$ cat config.mk
export PLATFORM = sky130hd
export DESIGN_NAME = pr_bus_arbiter_flat
export DESIGN_NICKNAME = d
export VERILOG_FILES = /design/src/rtl/pr_bus_arbiter_if.sv /design/src/rtl/pr_bus_arbiter.sv /design/src/flat_wrapper.sv
export SDC_FILE = /design/constraint.sdc
export NUM_CORES = 1
export LEC_CHECK = 0
export ABC_AREA = 0
export BUFFER_PORTS_ARGS = -buffer_cell sky130_fd_sc_hd__buf_2
export CORE_MARGIN = 5
export CORE_UTILIZATION = 50
export CTS_CLUSTER_DIAMETER = 50
export DETAILED_ROUTE_END_ITERATION = 6
export PLACE_DENSITY = 0.86
export SETUP_SLACK_MARGIN = 0.2
export SLEW_MARGIN = 20
export SYNTH_ARGS = -nofsm -noshare
export SYNTH_HDL_FRONTEND = slang
export SYNTH_SLANG_ARGS = --single-unit
$ cat constraint.sdc
create_clock -name clk -period 4.7 [get_ports clk]
set_input_delay 0.705 -clock clk [delete_from_list [all_inputs] [get_ports clk]]
set_output_delay 0.705 -clock clk [all_outputs]
set_load 0.005 [all_outputs]
$ cat src/rtl/pr_bus_arbiter_if.sv
// Processor-side device bus between the CPU M-stage, a DMA/debug master and the device decoder.
// The slave modport is the arbiter's view; the master modport is the requesters'/device's view.
interface pr_bus_arbiter_if;
  localparam int unsigned ADDR_W = 30;
  localparam int unsigned DATA_W = 32;
  localparam int unsigned BE_W   = 4;

  logic              cpu_req;
  logic              cpu_kill;
  logic [ADDR_W-1:0] cpu_addr;
  logic [DATA_W-1:0] cpu_wd;
  logic [BE_W-1:0]   cpu_be;
  logic              cpu_we;
  logic [DATA_W-1:0] cpu_rd;
  logic              cpu_done;
  logic              cpu_err;
  logic              cpu_stall;

  logic              dma_req;
  logic [ADDR_W-1:0] dma_addr;
  logic [DATA_W-1:0] dma_wd;
  logic [BE_W-1:0]   dma_be;
  logic              dma_we;
  logic              dma_gnt;
  logic [DATA_W-1:0] dma_rd;
  logic              dma_done;
  logic              dma_err;

  logic              dev_sel;
  logic [ADDR_W-1:0] dev_addr;
  logic [DATA_W-1:0] dev_wd;
  logic [BE_W-1:0]   dev_be;
  logic              dev_we;
  logic [DATA_W-1:0] dev_rd;
  logic              dev_rdy;

  modport slave (
    input  cpu_req, cpu_kill, cpu_addr, cpu_wd, cpu_be, cpu_we,
    output cpu_rd, cpu_done, cpu_err, cpu_stall,
    input  dma_req, dma_addr, dma_wd, dma_be, dma_we,
    output dma_gnt, dma_rd, dma_done, dma_err,
    output dev_sel, dev_addr, dev_wd, dev_be, dev_we,
    input  dev_rd, dev_rdy
  );

  modport master (
    output cpu_req, cpu_kill, cpu_addr, cpu_wd, cpu_be, cpu_we,
    input  cpu_rd, cpu_done, cpu_err, cpu_stall,
    output dma_req, dma_addr, dma_wd, dma_be, dma_we,
    input  dma_gnt, dma_rd, dma_done, dma_err,
    input  dev_sel, dev_addr, dev_wd, dev_be, dev_we,
    output dev_rd, dev_rdy
  );
endinterface

$ cat src/rtl/pr_bus_arbiter.sv
// Two-master device bus arbiter: CPU-priority with DMA fairness cap, DevRdy wait states and
// a bus-error timeout that returns 32'hDEAD_BEEF.
module pr_bus_arbiter #(
  parameter int unsigned TIMEOUT    = 16,
  parameter int unsigned MAX_CONSEC = 4
) (
  input logic             clk,
  input logic             rst_n,
  pr_bus_arbiter_if.slave bus
);
  localparam int unsigned DATA_W   = 32;
  localparam int unsigned WAIT_W   = (TIMEOUT > 2) ? $clog2(TIMEOUT) : 1;
  localparam int unsigned CONSEC_W = $clog2(MAX_CONSEC + 1);
  localparam logic [DATA_W-1:0] ERR_DATA = 32'hDEAD_BEEF;

  typedef enum logic { IDLE, ACC } state_t;
  typedef enum logic { OWN_CPU, OWN_DMA } owner_t;

  state_t              state;
  owner_t              owner;
  logic [WAIT_W-1:0]   wait_cnt;
  logic [CONSEC_W-1:0] consec;

  logic              cpu_elig_c;
  logic              dma_elig_c;
  logic              dma_wins_c;
  logic              finish_c;
  logic [DATA_W-1:0] done_rd_c;

  // A master is not re-granted in its own Done cycle.
  assign cpu_elig_c = bus.cpu_req & ~bus.cpu_kill & ~bus.cpu_done;
  assign dma_elig_c = bus.dma_req & ~bus.dma_done;
  assign dma_wins_c = dma_elig_c & (~cpu_elig_c | (consec == CONSEC_W'(MAX_CONSEC)));

  // DevRdy beats the timeout when both land in the same cycle.
  assign finish_c  = bus.dev_rdy | (wait_cnt == WAIT_W'(TIMEOUT - 1));
  assign done_rd_c = bus.dev_rdy ? bus.dev_rd : ERR_DATA;

  assign bus.cpu_stall = bus.cpu_req & ~bus.cpu_done;

  always_ff @(posedge clk or negedge rst_n) begin
    if (!rst_n) begin
      state        <= IDLE;
      owner        <= OWN_CPU;
      wait_cnt     <= '0;
      consec       <= '0;
      bus.cpu_rd   <= '0;
      bus.cpu_done <= 1'b0;
      bus.cpu_err  <= 1'b0;
      bus.dma_rd   <= '0;
      bus.dma_done <= 1'b0;
      bus.dma_err  <= 1'b0;
      bus.dma_gnt  <= 1'b0;
      bus.dev_sel  <= 1'b0;
      bus.dev_addr <= '0;
      bus.dev_wd   <= '0;
      bus.dev_be   <= '0;
      bus.dev_we   <= 1'b0;
    end else begin
      bus.cpu_done <= 1'b0;
      bus.cpu_err  <= 1'b0;
      bus.dma_done <= 1'b0;
      bus.dma_err  <= 1'b0;
      if (!bus.dma_req) consec <= '0;

      case (state)
        IDLE: begin
          if (cpu_elig_c || dma_elig_c) begin
            state       <= ACC;
            wait_cnt    <= '0;
            bus.dev_sel <= 1'b1;
            if (dma_wins_c) begin
              owner        <= OWN_DMA;
              bus.dma_gnt  <= 1'b1;
              bus.dev_addr <= bus.dma_addr;
              bus.dev_wd   <= bus.dma_wd;
              bus.dev_be   <= bus.dma_be;
              bus.dev_we   <= bus.dma_we;
              consec       <= '0;
            end else begin
              owner        <= OWN_CPU;
              bus.dev_addr <= bus.cpu_addr;
              bus.dev_wd   <= bus.cpu_wd;
              bus.dev_be   <= bus.cpu_be;
              bus.dev_we   <= bus.cpu_we;
              if (bus.dma_req && (consec != CONSEC_W'(MAX_CONSEC)))
                consec <= consec + CONSEC_W'(1);
            end
          end
        end
        ACC: begin
          if (finish_c) begin
            state       <= IDLE;
            bus.dev_sel <= 1'b0;
            bus.dev_we  <= 1'b0;
            bus.dma_gnt <= 1'b0;
            if (owner == OWN_DMA) begin
              bus.dma_rd   <= done_rd_c;
              bus.dma_done <= 1'b1;
              bus.dma_err  <= ~bus.dev_rdy;
            end else begin
              bus.cpu_rd   <= done_rd_c;
              bus.cpu_done <= 1'b1;
              bus.cpu_err  <= ~bus.dev_rdy;
            end
          end else begin
            wait_cnt <= wait_cnt + WAIT_W'(1);
          end
        end
        default: state <= IDLE;
      endcase
    end
  end
endmodule
$ cat src/flat_wrapper.sv
// flat-port wrapper written by rule: the top's interface ports become plain ports
module pr_bus_arbiter_flat 
#(
  parameter int unsigned TIMEOUT    = 16,
  parameter int unsigned MAX_CONSEC = 4
)
  (clk, rst_n, bus_cpu_req, bus_cpu_kill, bus_cpu_addr, bus_cpu_wd, bus_cpu_be, bus_cpu_we, bus_cpu_rd, bus_cpu_done, bus_cpu_err, bus_cpu_stall, bus_dma_req, bus_dma_addr, bus_dma_wd, bus_dma_be, bus_dma_we, bus_dma_gnt, bus_dma_rd, bus_dma_done, bus_dma_err, bus_dev_sel, bus_dev_addr, bus_dev_wd, bus_dev_be, bus_dev_we, bus_dev_rd, bus_dev_rdy);
  pr_bus_arbiter_if bus_i ();
  input logic clk;
  input logic rst_n;
  input wire logic [$bits(bus_i.cpu_req)-1:0] bus_cpu_req;
  input wire logic [$bits(bus_i.cpu_kill)-1:0] bus_cpu_kill;
  input wire logic [$bits(bus_i.cpu_addr)-1:0] bus_cpu_addr;
  input wire logic [$bits(bus_i.cpu_wd)-1:0] bus_cpu_wd;
  input wire logic [$bits(bus_i.cpu_be)-1:0] bus_cpu_be;
  input wire logic [$bits(bus_i.cpu_we)-1:0] bus_cpu_we;
  output wire logic [$bits(bus_i.cpu_rd)-1:0] bus_cpu_rd;
  output wire logic [$bits(bus_i.cpu_done)-1:0] bus_cpu_done;
  output wire logic [$bits(bus_i.cpu_err)-1:0] bus_cpu_err;
  output wire logic [$bits(bus_i.cpu_stall)-1:0] bus_cpu_stall;
  input wire logic [$bits(bus_i.dma_req)-1:0] bus_dma_req;
  input wire logic [$bits(bus_i.dma_addr)-1:0] bus_dma_addr;
  input wire logic [$bits(bus_i.dma_wd)-1:0] bus_dma_wd;
  input wire logic [$bits(bus_i.dma_be)-1:0] bus_dma_be;
  input wire logic [$bits(bus_i.dma_we)-1:0] bus_dma_we;
  output wire logic [$bits(bus_i.dma_gnt)-1:0] bus_dma_gnt;
  output wire logic [$bits(bus_i.dma_rd)-1:0] bus_dma_rd;
  output wire logic [$bits(bus_i.dma_done)-1:0] bus_dma_done;
  output wire logic [$bits(bus_i.dma_err)-1:0] bus_dma_err;
  output wire logic [$bits(bus_i.dev_sel)-1:0] bus_dev_sel;
  output wire logic [$bits(bus_i.dev_addr)-1:0] bus_dev_addr;
  output wire logic [$bits(bus_i.dev_wd)-1:0] bus_dev_wd;
  output wire logic [$bits(bus_i.dev_be)-1:0] bus_dev_be;
  output wire logic [$bits(bus_i.dev_we)-1:0] bus_dev_we;
  input wire logic [$bits(bus_i.dev_rd)-1:0] bus_dev_rd;
  input wire logic [$bits(bus_i.dev_rdy)-1:0] bus_dev_rdy;
  assign bus_i.cpu_req = bus_cpu_req;
  assign bus_i.cpu_kill = bus_cpu_kill;
  assign bus_i.cpu_addr = bus_cpu_addr;
  assign bus_i.cpu_wd = bus_cpu_wd;
  assign bus_i.cpu_be = bus_cpu_be;
  assign bus_i.cpu_we = bus_cpu_we;
  assign bus_cpu_rd = bus_i.cpu_rd;
  assign bus_cpu_done = bus_i.cpu_done;
  assign bus_cpu_err = bus_i.cpu_err;
  assign bus_cpu_stall = bus_i.cpu_stall;
  assign bus_i.dma_req = bus_dma_req;
  assign bus_i.dma_addr = bus_dma_addr;
  assign bus_i.dma_wd = bus_dma_wd;
  assign bus_i.dma_be = bus_dma_be;
  assign bus_i.dma_we = bus_dma_we;
  assign bus_dma_gnt = bus_i.dma_gnt;
  assign bus_dma_rd = bus_i.dma_rd;
  assign bus_dma_done = bus_i.dma_done;
  assign bus_dma_err = bus_i.dma_err;
  assign bus_dev_sel = bus_i.dev_sel;
  assign bus_dev_addr = bus_i.dev_addr;
  assign bus_dev_wd = bus_i.dev_wd;
  assign bus_dev_be = bus_i.dev_be;
  assign bus_dev_we = bus_i.dev_we;
  assign bus_i.dev_rd = bus_dev_rd;
  assign bus_i.dev_rdy = bus_dev_rdy;
  pr_bus_arbiter #(.TIMEOUT(TIMEOUT), .MAX_CONSEC(MAX_CONSEC)) u_core (.clk(clk), .rst_n(rst_n), .bus(bus_i));
endmodule
==> metrics.yaml, run 1 <==
dr.pass1.iters: 7
tightest_slew_ns: 0.947
grt_pass1_vias: 6041
worstReg2RegEnd: "u_core.bus.dev_wd[22]"
numCtsBuffers: 17
antenna_left: 0
ctsLongestPathBuffers: 2
ys_seq_area_share_pct: 56.5
finalSetupViolations: 0
period_share_pct: 52.9
syn_avg_cell_area_um2: 10.5
crit_path_max_incr_delay_ns: 0.76
vdd_drop_max_uv: 341
routed_wl_um: 20200
ys.flop_type: "dfrtp_1"
core_area_um2: 12700
netlist.area_leader.share_pct: 56.5
grt_max_degree: 71
status: "finished clean"
yosysWarnings: 0
report.final.slew_viol_count: 0
max_freq_mhz: 402
wl_met2_um: 10300
cts_tree: "yes"
drive_above_1_share_pct: 40.5
dp_hpwl_um: 13800
layout_min_cycle_time_ns: 2.49
rows: 41
viasPerCell: 5.62
critical_path_arrival_ns: 2.76
postSynthNetCount: 791
drt-initial-drc-count: 566
netlist_area_um2: 6470
grt_pass1_wl_um: 30700
synth_top_area_cell: "dfrtp_1"
synth_edf_count: 0
layout_common_cells: "buf_2 (308), dfrtp_1 (146), nor3_1 (134)"
ff2ff_setup_slack_ns: 2.21
post_drt_wl_per_cell_um: 18.6
nNetsFinal: 1071
path_cells: "inv_1 > ha_1 > and2_1 > o21a_2 > buf_4 > a211oi_1"
relSlewSlack_pct: 36.9
htree_levels: 4
crit_path_end_kind: "flip-flop"
cts_setup_buffers: 0
required_ns: 4.97
ios: 310
overflow: 0
power.density_nw_per_um2: 638
route.vias.total: 6086
async_reset_ff_share_pct: 100
synth.area.top_cells: "dfrtp_1 (57%), nor3_1 (10%), a211oi_1 (6.8%), inv_1 (4.2%), o32a_1 (2.5%)"
fp.dieW_um: 124
track_usage_pct: 25.8
final_common_cell: "buf_2"
ys_seq_elements: 146
die_area_um2: 15300
area_delta_synth_final_pct: 34.7
finalWeightedCongestion: 0.886
finalSetupTns_ns: 0
path_clk_slew_ns: 0.06
crit_type: "reg -> reg"
clock_skew_ns: 0.00878
antenna_found_initial: 1
fin_ws_ns: 2.21
wl_met3_um: 1480
rsz0062_at_grt: "no"
start_kind: "flip-flop"
start_util_pct: 51.0
netlist_instances: 616
synth.distinct_cells: 47
pre_cts_slack_ns: 1.96
drc: 0
routed.top_layer: "met4"
cts_resized: 0
hp-class: "in -> async"
io_buffers: 309
final-hold-violation-count: 0
root_buffer: "clkbuf_16"
clock_sinks: 146
cap_violations: 0
die_h_um: 124
leakagePower_uw: 0.00413
timing.rr.start: "u_core.consec[0]"
path_max_fanout: 44
slowest_stage: "o21a_2"
clock_latency_ns: 0.42
met1_length_um: 7910
reg2reg_depth: 6
cts_hold_buffers: 0
-- registers in the layout, summed over array words and instances (netlist names), 3 cells and up --
register             count
u_core.bus.dma_rd       32
u_core.bus.cpu_rd       32
u_core.bus.dev_be        4
u_core.consec            3
u_core.wait_cnt          4
u_core.bus.dev_addr     30
u_core.bus.dev_wd       32
-- where the power goes --
group          internal, uW  total, uW  leakage [uW]  switching (uW)
sequential             1830       2170       0.00165             348
combinational           957       1920       0.00217             964
clock                   911       1460      0.000316             548
-- worst max-delay path: cells and delay by family (launching register included) --
kind / cells / cell delay, ns
and+or+nand+nor: 1 / 0.23
adders and majority gates: 1 / 0.21
DFF: 1 / 0.42
AOI/OAI and AO/OA: 2 / 0.92
buffers and inverters: 2 / 0.53
-- worst max path at each step --
stage | start | to | slack (ns)
global placement | bus_cpu_kill | u_core.bus.dev_we | 1.97
global route | u_core.consec[0] | u_core.bus.dev_wd[22] | 2.05
finish | u_core.consec[0] | u_core.bus.dev_wd[22] | 2.21
CTS | u_core.consec[0] | u_core.bus.dev_wd[22] | 2.22
floorplan | bus_cpu_kill | u_core.bus.dev_we | 2.63
detailed placement | bus_cpu_kill | u_core.bus.dev_we | 1.96
-- cells in the mapped netlist (2+ instances only) --
library cell,instances
a31oi_1,3
inv_1,72
a22o_1,11
nor3_1,134
dfrtp_1,146
clkbuf_1,34
nor2_1,23
o21a_1,2
a32o_1,6
and2_1,3
nor4b_1,2
a211oi_1,59
buf_1,4
buf_2,15
a221o_1,2
a21oi_1,2
o32a_1,16
o22a_1,17
inv_2,2
nor2b_1,4
a211oi_2,8
nand3_1,2
o211ai_1,2
nand2_1,5
ha_1,3
a2bb2oi_1,16
nand2b_1,2
buf_6,2
-- per-layer routing --
metal	vias up	GRT usage (%)
met5	-	0
met4	0	9.55
met3	40	7.04
met2	277	42.3
met1	2964	33.0
li1	2805	-
-- metrics by stage --
stage / power (uW) / instance area (um^2) / hold WS, ns / std cells / util [%]
floorplan: 3190 / 6470 / 0.409 / 616 / -
global placement: 4030 / 8070 / 0.461 / 1049 / 63.7
detailed placement: 4110 / 8070 / 0.473 / 1049 / 63.7
CTS: 5590 / 8710 / 0.281 / 1081 / 68.7
global route: 5890 / 8710 / 0.301 / 1082 / 68.7
finish: 5550 / 8710 / 0.265 / 1082 / 68.7
-- cells by family (layout without fill, tap and decap cells) --
group	count (synthesis)	after routing	synth area share, %
flops	146	146	56.5
compound gates	150	150	19.8
mux	1	1	0.174
buf+inv	130	423	8.09
fa+ha+maj	3	3	0.581
other cells	0	1	0
simple gates	186	186	14.8
-- final cells by class --
| cell class | instances | area, um^2 |
|---|---|---|
| fill | 1024 | 3960 |
| sequential | 146 | 3650 |
| multi-input combinational | 340 | 2310 |
| timing repair buffer | 317 | 1610 |
| clock buffer | 18 | 439 |
| inverter | 74 | 278 |
| tap | 172 | 215 |
| clock inverter | 14 | 200 |
| antenna | 1 | 2.50 |
No activity file was read; power rests on OpenSTA's default activity.
==> inputs of run 2 (changes only) <==
--- a/config.mk
+++ b/config.mk
@@ -8,10 +8,10 @@
 export ABC_AREA = 0
 export BUFFER_PORTS_ARGS = -buffer_cell sky130_fd_sc_hd__buf_2
 export CORE_MARGIN = 5
-export CORE_UTILIZATION = 50
+export CORE_UTILIZATION = 47
 export CTS_CLUSTER_DIAMETER = 50
 export DETAILED_ROUTE_END_ITERATION = 6
-export PLACE_DENSITY = 0.86
+export PLACE_DENSITY = 0.81
 export SETUP_SLACK_MARGIN = 0.2
 export SLEW_MARGIN = 20
 export SYNTH_ARGS = -nofsm -noshare
==> constraint.sdc (replaced) <==
create_clock -name clk -period 2.3 [get_ports clk]
set_input_delay 0.345 -clock clk [delete_from_list [all_inputs] [get_ports clk]]
set_output_delay 0.345 -clock clk [all_outputs]
set_load 0.005 [all_outputs]
==> run 2 against run 1 <==
Effect of this change:
- flip-flop and latch count unchanged
- critical path depth decreased by 2
- cell count increased by 1.1%
- clock-buffer cell count increased by 2
- final area increased by 1.2%
- largest cell class unchanged
- largest power group unchanged
==> metrics.yaml, run 2 (synthesis results as in run 1) <==
status: "finished clean"  # unchanged
period_share_pct: 84.3  # was 52.9%
relSlewSlack_pct: 51.6  # was 36.9%
stdcell_area_um2: 8820  # was 8710 um^2
htree_levels: 4  # unchanged
ctsLongestPathBuffers: 2  # unchanged
reg2reg_depth: 4  # was 6
tightest_slew_ns: 0.722  # was 0.947 ns
clock_sinks: 146  # unchanged
dp_hpwl_um: 14100  # was 13800 um
max_freq_mhz: 516  # was 402 MHz
crit_path_end: "u_core.bus.dev_wd[0]"  # was u_core.bus.dev_wd[22]
slowest_stage: "or3b_1"  # was o21a_2
start_kind: "flip-flop"  # unchanged
drt-initial-drc-count: 458  # was 566
start_util_pct: 48.4  # was 51.0%
cts_hold_buffers: 1  # was 0
area_delta_synth_final_pct: 36.3  # was 34.7%
antenna_left: 0  # unchanged
power.density_nw_per_um2: 1290  # was 638 nW/um^2
final-hold-violation-count: 0  # unchanged
track_usage_pct: 24.2  # was 25.8%
drive_above_1_share_pct: 40.7  # was 40.5%
finalWeightedCongestion: 0.850  # was 0.886
switching_share_pct: 33.5  # about the same
placedCellCount: 1061  # was 1049
cp-startpoint: "u_core.bus.cpu_done"  # was u_core.consec[0]
dr.pass1.iters: 5  # was 7
worstReg2RegEnd: "u_core.bus.dev_wd[0]"  # was u_core.bus.dev_wd[22]
fin_ws_ns: 0.360  # was 2.21 ns
critical_path_arrival_ns: 2.25  # was 2.76 ns
clock_skew_ns: 0.00841  # was 0.00878 ns
routed_wl_um: 20100  # was 20200 um
required_ns: 2.61  # was 4.97 ns
grt_pass1_wl_um: 31500  # was 30700 um
numCtsBuffers: 17  # unchanged
overflow: 0  # unchanged
ios: 310  # unchanged
p_switching_uw: 3800  # was 1860 uW
diodes: 0  # was 1
die_area_um2: 16200  # was 15300 um^2
clock_latency_ns: 0.42  # about the same
io_buffers: 309  # unchanged
timing.rr.start: "u_core.bus.cpu_done"  # was u_core.consec[0]
nFillCells: 1097  # was 1024
drc: 0  # unchanged
crit_path_end_kind: "flip-flop"  # unchanged
internal-power_uw: 7530  # was 3690 uW
core_area_um2: 13300  # was 12700 um^2
rows: 42  # was 41
finalSetupViolations: 0  # unchanged
grt_max_degree: 69  # was 71
leakagePower_uw: 0.00418  # was 0.00413 uW
reg.largest.list: "u_core.bus.cpu_rd (32), u_core.bus.dev_wd (32), u_core.bus.dma_rd (32)"  # unchanged
viasPerCell: 5.52  # was 5.62
final_common_cell: "buf_2"  # unchanged
dpl_cell_area_um2: 8180  # was 8070 um^2
crit_type: "reg -> reg"  # unchanged
hp-class: "in -> reg"  # was in -> async
layout_common_cells: "buf_2 (308), dfrtp_1 (146), nor3_1 (134)"  # unchanged
post_drt_wl_per_cell_um: 18.4  # was 18.6 um
fp.dieW_um: 127  # was 124 um
cap_violations: 0  # unchanged
route.vias.total: 6037  # was 6086
grt_pass1_vias: 5993  # was 6041
pre_cts_slack_ns: 0.327  # was 1.96 ns
layout_min_cycle_time_ns: 1.94  # was 2.49 ns
cts_tree: "yes"  # unchanged
nNetsFinal: 1080  # was 1071
path_clk_slew_ns: 0.06  # about the same
die_h_um: 127  # was 124 um
p_comb_share_pct: 35.7  # was 34.6%
ff2ff_setup_slack_ns: 0.36  # was 2.21 ns
cts_resized: 0  # unchanged
crit_path_max_incr_delay_ns: 0.49  # was 0.76 ns
power.share.sequential_pct: 38.7  # was 39.2%
vdd_drop_max_uv: 728  # was 341 uV
cts_setup_buffers: 0  # unchanged
finalSetupTns_ns: 0  # unchanged
root_buffer: "clkbuf_16"  # unchanged
report.final.slew_viol_count: 0  # unchanged
final_cells: 1094  # was 1082
clock_power_share_pct: 25.6  # was 26.3%
antenna_found_initial: 0  # was 1
path_max_fanout: 48  # was 44
rsz0062_at_grt: "no"  # unchanged
path_cells: "or3b_1 > o21a_2 > buf_4 > a211oi_1"  # was inv_1 > ha_1 > and2_1 > o21a_2 > buf_4 > a211oi_1
run 2: cell count changes in the layout (fill, tap and decap cells not counted):
cell and delta:
clkinv_2 -2, bufinv_16 -1, clkinvlp_4 +1, dlygate4sd3_1 +1, clkbuf_8 +1, inv_6 +1
diode_2 -1, buf_4 +4, buf_12 +4, clkbuf_1 +1, nand2_1 +1, nand2_2 -1
clkinv_4 -1
run 2: metrics by stage:
stage	util, %	total power (uW)	hold slack [ns]
after floorplan	-	6510	0.0494
after global placement	61.3	8350	0.271
after detailed placement	61.3	8490	0.268
after CTS	66.0	11400	0.140
after global routing	66.0	12000	0.148
final	66.0	11300	0.153
run 2: final cells by class:
cell class | count | area (um^2) | area share [%]
inverters | 74 | 278 | 3.15
flip-flops and latches | 146 | 3650 | 41.4
well taps | 176 | 220 | 2.50
repair buffers | 326 | 1730 | 19.7
clock buffers | 20 | 457 | 5.18
multi-input cells | 340 | 2310 | 26.2
clock inverters | 12 | 168 | 1.90
run 2: worst min path at each step:
| stage | slack [ns] | cells past startpoint | startpoint | endpoint |
|---|---|---|---|---|
| 6_report | 0.15 | 2 | bus_dev_rd[30] | u_core.bus.dma_rd[30] |
| 5_1_grt | 0.15 | 2 | bus_dev_rd[19] | u_core.bus.cpu_rd[19] |
| 4_1_cts | 0.14 | 2 | bus_dev_rd[25] | u_core.bus.dma_rd[25] |
| 3_5_place_dp | 0.27 | 1 | rst_n | u_core.bus.cpu_rd[22] |
| 3_3_place_gp | 0.27 | 1 | rst_n | u_core.bus.cpu_rd[17] |
| 2_1_floorplan | 0.05 | 0 | rst_n | u_core.bus.cpu_done |
run 2: power by group through the flow:
stage	registers, uW	logic [uW]	clock network (uW)
4_1_cts	4380	4110	2950
3_5_place_dp	4390	4100	0
2_1_floorplan	4470	2040	0
3_3_place_gp	4370	3980	0
6_report	4390	4040	2900
5_1_grt	4530	4430	3060
run 2: layer usage:
metal  track usage, %  part of all wire [%]  up-vias
met2             39.8                    50      264
li1                 -                     -     2812
met3             5.22                   7.3       39
met1             31.5                    40     2922
met4             9.53                   2.7        0
met5                0                     0        -
run 2: critical path, delay by kind of cell, from the launching register on:
family,cells,cell delay [ns]
AOI/OAI and AO/OA,2,0.60
and+or+nand+nor,1,0.49
DFF,1,0.43
buffers and inverters,1,0.29
==> inputs of run 3 (changes only) <==
==> constraint.sdc (replaced) <==
create_clock -name clk -period 2 [get_ports clk]
set_input_delay 0.3 -clock clk [delete_from_list [all_inputs] [get_ports clk]]
set_output_delay 0.3 -clock clk [all_outputs]
set_load 0.005 [all_outputs]
==> run 3 against run 2 <==
Effect of this change:
- register-to-register slack got worse by 0.12 ns
- clock-buffer cell count up 2
- utilization is 2.8 points higher
- via count increased by 2.3%
- first-iteration DRC count grew 22%
- maximum frequency is 10% higher
- clock power is 4% higher
- combinational power grew 25%
==> metrics.yaml, run 3 (synthesis results as in run 1) <==
status: "finished clean"  # unchanged
io_buffers: 309  # unchanged
finalSetupViolations: 0  # unchanged
fp.dieW_um: 127  # unchanged
nNetsFinal: 1091  # was 1080
cp_top_family: "simple AND/OR/NAND/NOR gates"  # was compound AO/OA/AOI/OAI gates
min_to: "u_core.bus.dma_rd[30]"  # unchanged
final_common_cell: "buf_2"  # unchanged
hp-class: "in -> reg"  # unchanged
cts_tree: "yes"  # unchanged
overflow: 0  # unchanged
path_clk_slew_ns: 0.06  # about the same
viasPerCell: 5.60  # was 5.52
start_kind: "flip-flop"  # unchanged
drive_above_1_share_pct: 45.8  # was 40.7%
post_drt_wl_per_cell_um: 19.2  # was 18.4 um
relSlewSlack_pct: 66.0  # was 51.6%
holdPathStages: 2  # unchanged
routed_wl_um: 21100  # was 20100 um
nFillCells: 1070  # was 1097
antenna_left: 0  # unchanged
period_share_pct: 87.9  # was 84.3%
cp.depth: 4  # unchanged
path_buf_inv: 1  # unchanged
min-delay-start: "bus_dev_rd[30]"  # unchanged
layout_common_cells: "buf_2 (308), dfrtp_1 (146), nor3_1 (122)"  # was buf_2 (308), dfrtp_1 (146), nor3_1 (134)
dr.pass1.iters: 5  # unchanged
root_buffer: "clkbuf_16"  # unchanged
path_cells: "or4b_4 > bufbuf_16 > nor3_1 > a211oi_2"  # was or3b_1 > o21a_2 > buf_4 > a211oi_1
die_area_um2: 16200  # unchanged
start_util_pct: 48.4  # unchanged
drc: 0  # unchanged
crit_path_end_kind: "flip-flop"  # unchanged
route.vias.total: 6178  # was 6037
placedCellCount: 1065  # was 1061
layout_min_cycle_time_ns: 1.76  # was 1.94 ns
htree_levels: 4  # unchanged
timing.rr.start: "u_core.bus.cpu_done"  # unchanged
grt_pass1_vias: 6271  # was 5993
rows: 42  # unchanged
clock_latency_ns: 0.42  # about the same
slowest_stage: "or4b_4"  # was or3b_1
die_h_um: 127  # unchanged
drt-initial-drc-count: 559  # was 458
grt_pass1_wl_um: 32300  # was 31500 um
rsz0062_at_grt: "yes"  # was no
diodes: 0  # unchanged
crit_path_max_incr_delay_ns: 0.55  # was 0.49 ns
worstReg2RegEnd: "u_core.bus.dev_addr[6]"  # was u_core.bus.dev_wd[0]
area_delta_synth_final_pct: 42.2  # was 36.3%
tightest_slew_ns: 0.509  # was 0.722 ns
path_max_fanout: 34  # was 48
max_freq_mhz: 569  # was 516 MHz
clock_sinks: 146  # unchanged
leakagePower_uw: 0.00430  # was 0.00418 uW
power.density_nw_per_um2: 1430  # was 1290 nW/um^2
dp_hpwl_um: 14400  # was 14100 um
finalSetupTns_ns: 0  # unchanged
required_ns: 2.29  # was 2.61 ns
finalWeightedCongestion: 0.881  # was 0.850
regArea_um2: 3650  # unchanged
ctsLongestPathBuffers: 2  # unchanged
antenna_found_initial: 0  # unchanged
ff2ff_setup_slack_ns: 0.24  # was 0.36 ns
clock_skew_ns: 0.0104  # was 0.00841 ns
grt_max_degree: 50  # was 69
report.final.slew_viol_count: 0  # unchanged
multiInputGateArea_um2: 2530  # was 2310 um^2
hold_ws_ns: 0.109  # was 0.153 ns
final-hold-violation-count: 0  # unchanged
final_cells: 1103  # was 1094
numCtsBuffers: 17  # unchanged
ios: 310  # unchanged
crit_type: "reg -> reg"  # unchanged
critical_path_arrival_ns: 2.05  # was 2.25 ns
vdd_drop_max_uv: 849  # was 728 uV
cap_violations: 0  # unchanged
reg2reg_depth: 4  # unchanged
track_usage_pct: 25.0  # was 24.2%
reg.largest.list: "u_core.bus.cpu_rd (32), u_core.bus.dev_wd (32), u_core.bus.dma_rd (32)"  # unchanged
core_area_um2: 13300  # unchanged
==> run 3: cell types whose count changed in the layout (fill, tap and decap cells not counted), sizes merged <==
cell,previous run,this run
buf,325,333
bufbuf,0,1
bufinv,3,1
clkbuf,20,24
clkinv,3,4
clkinvlp,1,3
inv,79,74
==> run 3: layout make-up <==
| class | count | share of cell area [%] |
|---|---|---|
| multi-input combinational | 340 | 27.5 |
| sequential | 146 | 39.7 |
| tap | 176 | 2.40 |
| clock buffer | 22 | 5.27 |
| timing repair buffer | 337 | 21.2 |
| inverter | 74 | 3.02 |
| clock inverter | 8 | 0.871 |
==> run 3: how the worst max path moves through the flow <==
stage / to / startpoint / slack, ns
floorplan: u_core.bus.dev_wd[10] / u_core.state / 0.20
global placement: u_core.bus.dev_we / bus_cpu_kill / 0.19
detailed placement: u_core.bus.dev_wd[8] / bus_cpu_kill / 0.16
CTS: u_core.bus.dev_addr[26] / u_core.consec[0] / 0.20
global route: u_core.bus.dev_wd[23] / u_core.state / 0.17
finish: u_core.bus.dev_addr[6] / u_core.bus.cpu_done / 0.24
==> run 3: worst reg2reg max path: stages (launching register included) <==
cell       delay, ns
dfrtp_1         0.44
or4b_4          0.55
bufbuf_16       0.35
nor3_1          0.24
a211oi_2        0.05
==> run 3: layer usage <==
layer,track usage [%],routed length [um],vias to the layer above
met5,0,0,-
met4,10.2,494,0
met3,5.51,1540,37
met2,42.0,10800,299
met1,31.3,8250,3000
li1,-,-,2842
==> run 3: metrics by stage <==
stage	instance area [um^2]	utilization [%]	setup WS [ns]	total power, uW
3_5_place_dp	8270	62.0	0.164	9830
4_1_cts	8920	66.8	0.203	12900
5_1_grt	9190	68.9	0.169	13900
2_1_floorplan	6470	-	0.200	7490
3_3_place_gp	8270	62.0	0.191	9670
6_report	9190	68.9	0.241	13200
==> run 3: repair_timing <==
action / 4_1_cts / 5_1_grt
pin swaps: 0 / 2
cloned: 1 / 2
gates resized for setup: 7 / 42
setup endpoints to repair: 18 / 71
hold buffers: 1 / 0
buffers inserted: 0 / 4
endpoints found under the hold margin: 39 / 0
==> run 3: report_power, final <==
part,internal (uW),total [uW],switching (uW)
logic,2590,5070,2480
clock network,1830,3020,1190
registers,4300,5060,768
